<file path="config.mk">
export PLATFORM = sky130hd
export DESIGN_NAME = instr_fetch_unit_flat
export DESIGN_NICKNAME = d
export VERILOG_FILES = /design/src/rtl/instr_fetch_if.sv /design/src/rtl/instr_fetch_unit.sv /design/src/flat_wrapper.sv
export SDC_FILE = /design/constraint.sdc
export NUM_CORES = 1
export LEC_CHECK = 0
export CAP_MARGIN = 20
export CORE_ASPECT_RATIO = 1.75
export CORE_MARGIN = 2
export CORE_UTILIZATION = 32
export CTS_BUF_LIST = sky130_fd_sc_hd__clkbuf_8
export CTS_CLUSTER_SIZE = 16
export DETAILED_ROUTE_END_ITERATION = 16
export PLACE_DENSITY_LB_ADDON = 0.05
export REMOVE_ABC_BUFFERS = 1
export SYNTH_ARGS = -nofsm -noshare
export SYNTH_HDL_FRONTEND = slang
export SYNTH_SLANG_ARGS = --single-unit
export TNS_END_PERCENT = 50
</file>
<file path="constraint.sdc">
create_clock -name i_clk -period 2.5 [get_ports i_clk]
set_clock_uncertainty 0.1 [all_clocks]
set_input_delay 0.5 -clock i_clk [delete_from_list [all_inputs] [get_ports i_clk]]
set_output_delay 0.5 -clock i_clk [all_outputs]
set_load 0.01 [all_outputs]
</file>
<file path="src/rtl/instr_fetch_if.sv">
// Fetch-unit bundle: instruction-memory port, decoder port, redirect input and error flag.
// The fetch unit is the master; memory, decoder and execute side form the slave.
interface instr_fetch_if;
  logic        imem_req;
  logic [31:0] imem_addr;
  logic        imem_ack;
  logic [31:0] imem_rdata;
  logic [31:0] instruction;
  logic [31:0] instr_pc;
  logic        instr_valid;
  logic        instr_ready;
  logic        redirect_valid;
  logic [31:0] redirect_pc;
  logic        fetch_err;

  modport master (
    output imem_req, imem_addr, instruction, instr_pc, instr_valid, fetch_err,
    input  imem_ack, imem_rdata, instr_ready, redirect_valid, redirect_pc
  );

  modport slave (
    input  imem_req, imem_addr, instruction, instr_pc, instr_valid, fetch_err,
    output imem_ack, imem_rdata, instr_ready, redirect_valid, redirect_pc
  );
endinterface

</file>
<file path="src/rtl/instr_fetch_unit.sv">
// Instruction fetch unit: PC, req/ack fetch, valid/ready hand-off to the decoder,
// redirect squashing and a sticky timeout for memory that never answers.
module instr_fetch_unit #(
  parameter logic [31:0] RESET_PC = 32'h0000_0000,
  parameter int unsigned MAX_WAIT = 32'd15
) (
  input  logic          i_clk,
  input  logic          i_rst,
  instr_fetch_if.master bus
);
  typedef enum logic [1:0] {
    S_FETCH  = 2'd0,
    S_HOLD   = 2'd1,
    S_SQUASH = 2'd2,
    S_ERROR  = 2'd3
  } state_t;

  // Timeout fires on the stalled cycle that would bring the count to MAX_WAIT.
  localparam logic [7:0] WAIT_LAST = 8'(MAX_WAIT - 32'd1);

  state_t      r_state, w_state;
  logic [31:0] r_pc, w_pc;
  logic [31:0] r_addr, w_addr;
  logic [31:0] r_instr, w_instr;
  logic [31:0] r_instr_pc, w_instr_pc;
  logic        r_req, w_req;
  logic        r_valid, w_valid;
  logic        r_err, w_err;
  logic [7:0]  r_wait_cnt, w_wait_cnt;
  logic [31:0] w_redir_pc;
  logic        w_ack, w_stall, w_timeout;

  // Next-state and next-output logic.
  always_comb begin
    w_redir_pc = bus.redirect_pc & 32'hFFFF_FFFC;
    w_ack      = r_req & bus.imem_ack;
    w_stall    = r_req & ~bus.imem_ack;
    w_timeout  = w_stall & (r_wait_cnt == WAIT_LAST);
    w_state    = r_state;
    w_pc       = r_pc;
    w_addr     = r_addr;
    w_instr    = r_instr;
    w_instr_pc = r_instr_pc;
    w_req      = r_req;
    w_valid    = r_valid;
    w_err      = r_err;
    if (w_stall) begin
      w_wait_cnt = r_wait_cnt + 8'd1;
    end else begin
      w_wait_cnt = 8'd0;
    end

    if (w_timeout) begin
      w_err      = 1'b1;
      w_req      = 1'b0;
      w_valid    = 1'b0;
      w_wait_cnt = 8'd0;
      w_state    = S_ERROR;
    end else begin
      case (r_state)
        S_FETCH: begin
          if (!r_req) begin
            // Issue cycle: request goes out at the (possibly redirected) pc.
            w_req  = 1'b1;
            w_pc   = bus.redirect_valid ? w_redir_pc : r_pc;
            w_addr = w_pc;
          end else if (w_ack) begin
            w_req = 1'b0;
            if (bus.redirect_valid) begin
              w_pc = w_redir_pc;
            end else begin
              w_instr    = bus.imem_rdata;
              w_instr_pc = r_addr;
              w_valid    = 1'b1;
              w_pc       = r_addr + 32'd4;
              w_state    = S_HOLD;
            end
          end else if (bus.redirect_valid) begin
            w_pc    = w_redir_pc;
            w_state = S_SQUASH;
          end else begin
            w_state = S_FETCH;
          end
        end
        S_HOLD: begin
          if (bus.redirect_valid || bus.instr_ready) begin
            w_pc    = bus.redirect_valid ? w_redir_pc : r_pc;
            w_valid = 1'b0;
            w_req   = 1'b1;
            w_addr  = w_pc;
            w_state = S_FETCH;
          end else begin
            w_state = S_HOLD;
          end
        end
        S_SQUASH: begin
          // The wrong-path request must complete before the new pc is fetched.
          w_pc = bus.redirect_valid ? w_redir_pc : r_pc;
          if (w_ack) begin
            w_req   = 1'b0;
            w_state = S_FETCH;
          end else begin
            w_state = S_SQUASH;
          end
        end
        S_ERROR: begin
          w_state = S_ERROR;
        end
        default: begin
          w_req   = 1'b0;
          w_valid = 1'b0;
          w_state = S_ERROR;
        end
      endcase
    end
  end

  // State and output registers.
  always_ff @(posedge i_clk) begin
    if (i_rst) begin
      r_state    <= S_FETCH;
      r_pc       <= RESET_PC;
      r_addr     <= RESET_PC;
      r_instr    <= 32'h0000_0000;
      r_instr_pc <= 32'h0000_0000;
      r_req      <= 1'b0;
      r_valid    <= 1'b0;
      r_err      <= 1'b0;
      r_wait_cnt <= 8'd0;
    end else begin
      r_state    <= w_state;
      r_pc       <= w_pc;
      r_addr     <= w_addr;
      r_instr    <= w_instr;
      r_instr_pc <= w_instr_pc;
      r_req      <= w_req;
      r_valid    <= w_valid;
      r_err      <= w_err;
      r_wait_cnt <= w_wait_cnt;
    end
  end

  assign bus.imem_req    = r_req;
  assign bus.imem_addr   = r_addr;
  assign bus.instruction = r_instr;
  assign bus.instr_pc    = r_instr_pc;
  assign bus.instr_valid = r_valid;
  assign bus.fetch_err   = r_err;
endmodule

</file>
<file path="src/flat_wrapper.sv">
// flat-port wrapper written by rule: the top's interface ports become plain ports
module instr_fetch_unit_flat 
#(
  parameter logic [31:0] RESET_PC = 32'h0000_0000,
  parameter int unsigned MAX_WAIT = 32'd15
)
  (i_clk, i_rst, bus_imem_req, bus_imem_addr, bus_instruction, bus_instr_pc, bus_instr_valid, bus_fetch_err, bus_imem_ack, bus_imem_rdata, bus_instr_ready, bus_redirect_valid, bus_redirect_pc);
  instr_fetch_if bus_i ();
  input  logic i_clk;
  input  logic i_rst;
  output wire logic [$bits(bus_i.imem_req)-1:0] bus_imem_req;
  output wire logic [$bits(bus_i.imem_addr)-1:0] bus_imem_addr;
  output wire logic [$bits(bus_i.instruction)-1:0] bus_instruction;
  output wire logic [$bits(bus_i.instr_pc)-1:0] bus_instr_pc;
  output wire logic [$bits(bus_i.instr_valid)-1:0] bus_instr_valid;
  output wire logic [$bits(bus_i.fetch_err)-1:0] bus_fetch_err;
  input wire logic [$bits(bus_i.imem_ack)-1:0] bus_imem_ack;
  input wire logic [$bits(bus_i.imem_rdata)-1:0] bus_imem_rdata;
  input wire logic [$bits(bus_i.instr_ready)-1:0] bus_instr_ready;
  input wire logic [$bits(bus_i.redirect_valid)-1:0] bus_redirect_valid;
  input wire logic [$bits(bus_i.redirect_pc)-1:0] bus_redirect_pc;
  assign bus_imem_req = bus_i.imem_req;
  assign bus_imem_addr = bus_i.imem_addr;
  assign bus_instruction = bus_i.instruction;
  assign bus_instr_pc = bus_i.instr_pc;
  assign bus_instr_valid = bus_i.instr_valid;
  assign bus_fetch_err = bus_i.fetch_err;
  assign bus_i.imem_ack = bus_imem_ack;
  assign bus_i.imem_rdata = bus_imem_rdata;
  assign bus_i.instr_ready = bus_instr_ready;
  assign bus_i.redirect_valid = bus_redirect_valid;
  assign bus_i.redirect_pc = bus_redirect_pc;
  instr_fetch_unit #(.RESET_PC(RESET_PC), .MAX_WAIT(MAX_WAIT)) u_core (.i_clk(i_clk), .i_rst(i_rst), .bus(bus_i));
endmodule
</file>
== Yosys cells after proc, flatten, opt, wreduce, memory -nomap -nowiden ==
Cells that the tools add are included.
Widths: inputs -> output; s select.

* Add/sub/neg operators: 2
* Equal/unequal tests: 12
* Multiplexer cells: 26
* Bitwise logic cells: 7
* Reductions and logical operators: 12

{| class="wikitable"
|+ Operators with widths
! cell !! number
|-
| $mux 32 || 6
|-
| $pmux 32 s3 || 1
|-
| $pmux 32 s2 || 1
|-
| $add 32x3->32 const B || 1
|-
| $mux 2 || 6
|-
| $reduce_and 5->1 || 2
|-
| $mux 1 || 9
|-
| $add 8x1->8 const B || 1
|-
| $eq 8x4->1 const B || 1
|-
| $ne 2x1->1 const B || 4
|-
| $pmux 2 s4 || 1
|-
| $reduce_and 3->1 || 2
|-
| $eq 2x2->1 const B || 2
|-
| $ne 2x2->1 const B || 2
|-
| $ne 4x4->1 const B || 1
|-
| $not 1->1 || 4
|-
| $reduce_and 4->1 || 1
|-
| $and 1x1->1 || 3
|-
| $ne 3x1->1 const B || 1
|-
| $pmux 1 s3 || 1
|-
| $reduce_bool 3->1 || 1
|-
| $reduce_or 3->1 || 1
|-
| $eq 2x1->1 const B || 1
|-
| $logic_not 2->1 || 1
|-
| 5 further kinds || 5
|}

* Register bits: 141
* Bits of input ports: 69
* Output and inout port bits: 99
* Logic and storage cells: 68

== Logic depth before layout (Yosys ltp) ==
* Depth after elaboration: 5
* Gate-level depth with buffers: 9
* Depth with buffers taken out: 7

== Least setup slack after synthesis ==
OpenSTA, ideal clock, no wires.

* Kind: register -> register
* Start point: reg u_core.r_state[1]
* End point: reg u_core.r_pc[24]
* Arrival time: 2101 ps
* Slack: 208 ps
* Stages on the path, launching flop included: 10
* Path buffers: 2
* Period minus slack after synthesis: 2292 ps
* Cells stage by stage: dfxtp_1 -> inv_1 -> ha_1 -> nor3b_1 -> or2_2 -> clkbuf_1 -> nor2_1 -> clkbuf_1 -> nor2_1 -> a311oi_1

* Longest elaborated chain between the ends: 3

{| class="wikitable"
|+ RTL lines
! element !! RTL line !! source
|-
| start, declared || instr_fetch_unit.sv:21 || <nowiki>state_t r_state, w_state;</nowiki>
|-
| start signal, assigned || instr_fetch_unit.sv:131 || <nowiki>r_state <= w_state;</nowiki>
|-
| $eq 2x1->1, or another cell as far along || instr_fetch_unit.sv:60 || <nowiki>case (r_state)</nowiki>
|-
| $ne 2x1->1 (no source line) / $reduce_bool 3->1 (equally long branches) || n/a ||
|-
| $reduce_and 3->1 (no source line) || n/a ||
|-
| end signal, assigned || instr_fetch_unit.sv:132 || <nowiki>r_pc <= w_pc;</nowiki>
|-
| end, declared || instr_fetch_unit.sv:22 || <nowiki>logic [31:0] r_pc, w_pc;</nowiki>
|}

Several ways; a longest one is shown, not always the timed one.
A chain may end at the register's enable or synchronous reset.

== Final worst setup path ==
* Start point: reg u_core.r_state[0]
* End point: reg u_core.r_pc[17]

Same word-level chain as after synthesis.

==> flow_metrics.env <==
export IMPL_grt_pass1_vias=6243
export IMPL_die_area_sq_mm=0.0211
export IMPL_avgSynthCellArea_sq_um=8.16
export IMPL_yosys_top_cells_area="dfxtp_1 44%, nand2_1 11%, a21oi_1 6.0%, nor2_1 4.2%, a211oi_1 3.9%"
export IMPL_use_met1=0.210
export IMPL_rr_worst_depth=7
export IMPL_netlist_top_cells_count="179 x nand2_1, 141 x dfxtp_1, 76 x a21oi_1"
export IMPL_die_height_um=191
export IMPL_synth_edf_count=0
export IMPL_initial_core_util=0.325
export IMPL_final_setup_tns_ns=0
export IMPL_hold_worst_slack_ns=0.355
export IMPL_grt_pass1_wl_um=32500
export IMPL_synth_top_area_cell="dfxtp_1"
export IMPL_postCtsSetupBuffers=0
export IMPL_cap_viol_max_count=0
export IMPL_regArea_sq_mm=0.00282
export IMPL_rrSetupSlack_ns=0.14
export IMPL_final_setup_viol_count=0
export IMPL_ys_ff_latch=141
export IMPL_fin_crit_ns=2.36
export IMPL_cts_tree="done"
export IMPL_port_buffers=165
export IMPL_async_reset_ff_frac=0
export IMPL_rsz0062_at_grt="no"
export IMPL_fin_crit_sh=0.944
export IMPL_viasPerCell=5.08
export IMPL_cts_path_max_buffers=2
export IMPL_grt_max_degree=57
export IMPL_worst_slew_pin_slew_ns=0.624
export IMPL_yosysUniqueCellTypes=60
export IMPL_worstHoldPathType="flop to flop"
export IMPL_start_kind="flop"
export IMPL_rows=68
export IMPL_die_x_um=111
export IMPL_layout_drive_gt1_share=0.138
export IMPL_ctsHoldBuffers=0
export IMPL_cp_end_kind="flop"
export IMPL_n_fill_cell=1982
export IMPL_synth_most_common_cell="nand2_1"
export IMPL_status="completed"
export IMPL_placed_cells=1215
export IMPL_whs_path_depth=2
export IMPL_cts_clk_slew_worst_paths_ns=0.09
export IMPL_synth_cell_area_sq_mm=0.00638
export IMPL_worstSetupPathType="flop to flop"
export IMPL_insertion_delay_ns=0.45
export IMPL_reg2reg_from="u_core.r_state[0]$_SDFFE_PP0P_"
export IMPL_fmax_mhz=424
export IMPL_final_cell_count_no_fill=1247
export IMPL_holdPathEnd="u_core.bus.instr_pc[0]$_SDFFE_PP0P_"
export IMPL_coreArea_sq_mm=0.0197
export IMPL_io_pins=168
export IMPL_clkSinkCount=141
export IMPL_routedWlPerCell_um=16.4
export IMPL_dpl_hpwl_um=14800
export IMPL_first_pass_iters=4
export IMPL_antenna_found_initial=0
export IMPL_power_total_mw=7.89
export IMPL_grt_overflow=0
export IMPL_crit_arrival_ns=2.62
export IMPL_grt_busiest_layer="met2"
export IMPL_slew_headroom=0.584
export IMPL_ys_seq_area_frac=0.442
export IMPL_ir_drop_mv=0.470
export IMPL_num_antenna_cells=0
export IMPL_grt_use_met2=0.363
export IMPL_fin_nets=1065
export IMPL_finalHoldViolCount=0
export IMPL_use_met3=0.0448
export IMPL_drtAntennaViolNets=0
export IMPL_root_buffer="clkbuf_8"
export IMPL_hp_start="u_core.bus.instr_pc[0]$_SDFFE_PP0P_"
export IMPL_first_iter_violations=285
export IMPL_required_ns=2.75
export IMPL_worstPathMaxFanout=5
export IMPL_htreeDepth=4
export IMPL_synth_top_cell_area_share=0.442
export IMPL_via_count=6336
export IMPL_cts_inserted_buffers=17
export IMPL_yosys_warnings=0
export IMPL_power_density_mw_per_mm2=853
export IMPL_multiInputGateArea_sq_mm=0.00331
export IMPL_place_congestion=0.873
export IMPL_synth_cells=782
export IMPL_power_leakage_nw=3.34
export IMPL_rr_endpoint="u_core.r_pc[17]$_SDFFE_PP0P_"
export IMPL_drc=0
export IMPL_grt_usage=0.193
export IMPL_area_growth_pct=45.0
export IMPL_wl_um=20400
export IMPL_synth_ff_type="dfxtp_1"
export IMPL_post_route_util=0.471
export IMPL_slew_violations=0
## how the worst max path moves through the flow
stage / endpoint / from / slack, ns / depth (start not counted)
3_3_place_gp: u_core.r_pc[21]$_SDFFE_PP0P_ / bus_imem_ack / -0.23 / 7
5_1_grt: u_core.r_pc[26]$_SDFFE_PP0P_ / u_core.r_state[1]$_SDFFE_PP0P_ / 0.003 / 7
3_5_place_dp: u_core.r_pc[26]$_SDFFE_PP0P_ / bus_imem_ack / -0.27 / 7
6_report: u_core.r_pc[17]$_SDFFE_PP0P_ / u_core.r_state[0]$_SDFFE_PP0P_ / 0.14 / 7
2_1_floorplan: u_core.bus.imem_addr[11]$_SDFFE_PP0P_ / u_core.r_wait_cnt[0]$_SDFF_PP0_ / -1.87 / 6
4_1_cts: u_core.r_pc[17]$_SDFFE_PP0P_ / u_core.r_state[0]$_SDFFE_PP0P_ / 0.13 / 7
## state kept, by name (all words and copies together), names as in the netlist
| register | flops |
|---|---|
| u_core.bus.imem_addr | 32 |
| u_core.bus.instruction | 32 |
| u_core.bus.imem_req | 1 |
| u_core.r_pc | 32 |
| u_core.bus.fetch_err | 1 |
| u_core.bus.instr_pc | 32 |
| u_core.bus.instr_valid | 1 |
| u_core.r_wait_cnt | 8 |
| u_core.r_state | 2 |
## cell type report
| class | instances | share of cell area |
|---|---|---|
| sequential | 141 | 0.305 |
| clock inverter | 13 | 0.0184 |
| inverter | 12 | 0.00487 |
| clock buffer | 19 | 0.0282 |
| multi-input combinational | 572 | 0.357 |
| timing repair buffer | 245 | 0.253 |
| tap | 245 | 0.0331 |
## metrics by stage
stage | instance area [sq um] | setup slack, ns
final | 9260 | 0.139
after global routing | 9260 | 0.00265
after CTS | 9260 | 0.128
after detailed placement | 8820 | -0.267
after global placement | 8820 | -0.234
after floorplan | 6140 | -1.87
## layer usage
metal | vias to the layer above | wire length (um)
met5 | - | 0
li1 | 3162 | -
met1 | 3007 | 8230
met3 | 12 | 906
met4 | 0 | 246
met2 | 155 | 11100
## worst max-delay path, cell delays in order (launching register included)
cell	delay (ns)
dfxtp_1	0.38
inv_1	0.08
ha_1	0.37
and3b_1	0.26
nand2_1	0.15
nor4b_1	0.43
a2111oi_0	0.16
a2111oi_2	0.35
## repair_timing
action,CTS,global route
setup endpoints to repair,1,4
pin swaps,0,1
resized for setup,1,1
gates cloned,0,0
## report_power, final
part	switching [mW]	internal [mW]	total (mW)
logic	1.58	1.48	3.06
clock network	0.883	1.13	2.01
registers	0.230	2.59	2.82
## cell families after synthesis
group	share of synthesized area
AND/OR/NAND/NOR	0.245
buffers and inverters	0.0451
adder cells (fa/ha/maj)	0.0137
multiplexers	0.0376
XOR/XNOR	0.0343
flip-flops	0.442
AO/OA/AOI/OAI	0.182
## cells in the final DEF, fill, tap and decap left out, types with 14 or more instances in the layout
| cell | netlist | routed |
|---|---|---|
| nand2_1 | 179 | 179 |
| clkdlybuf4s50_1 | 0 | 163 |
| dfxtp_1 | 141 | 141 |
| a21oi_1 | 76 | 76 |
| buf_4 | 2 | 73 |
| nor2_1 | 72 | 69 |
| a211oi_1 | 33 | 33 |
| mux2i_1 | 24 | 24 |
| nand3_1 | 20 | 20 |
| clkbuf_8 | 0 | 19 |
| nor3_1 | 17 | 17 |
| o21ai_0 | 16 | 16 |
| xor2_1 | 14 | 14 |
(Power assumes the default switching activity.)
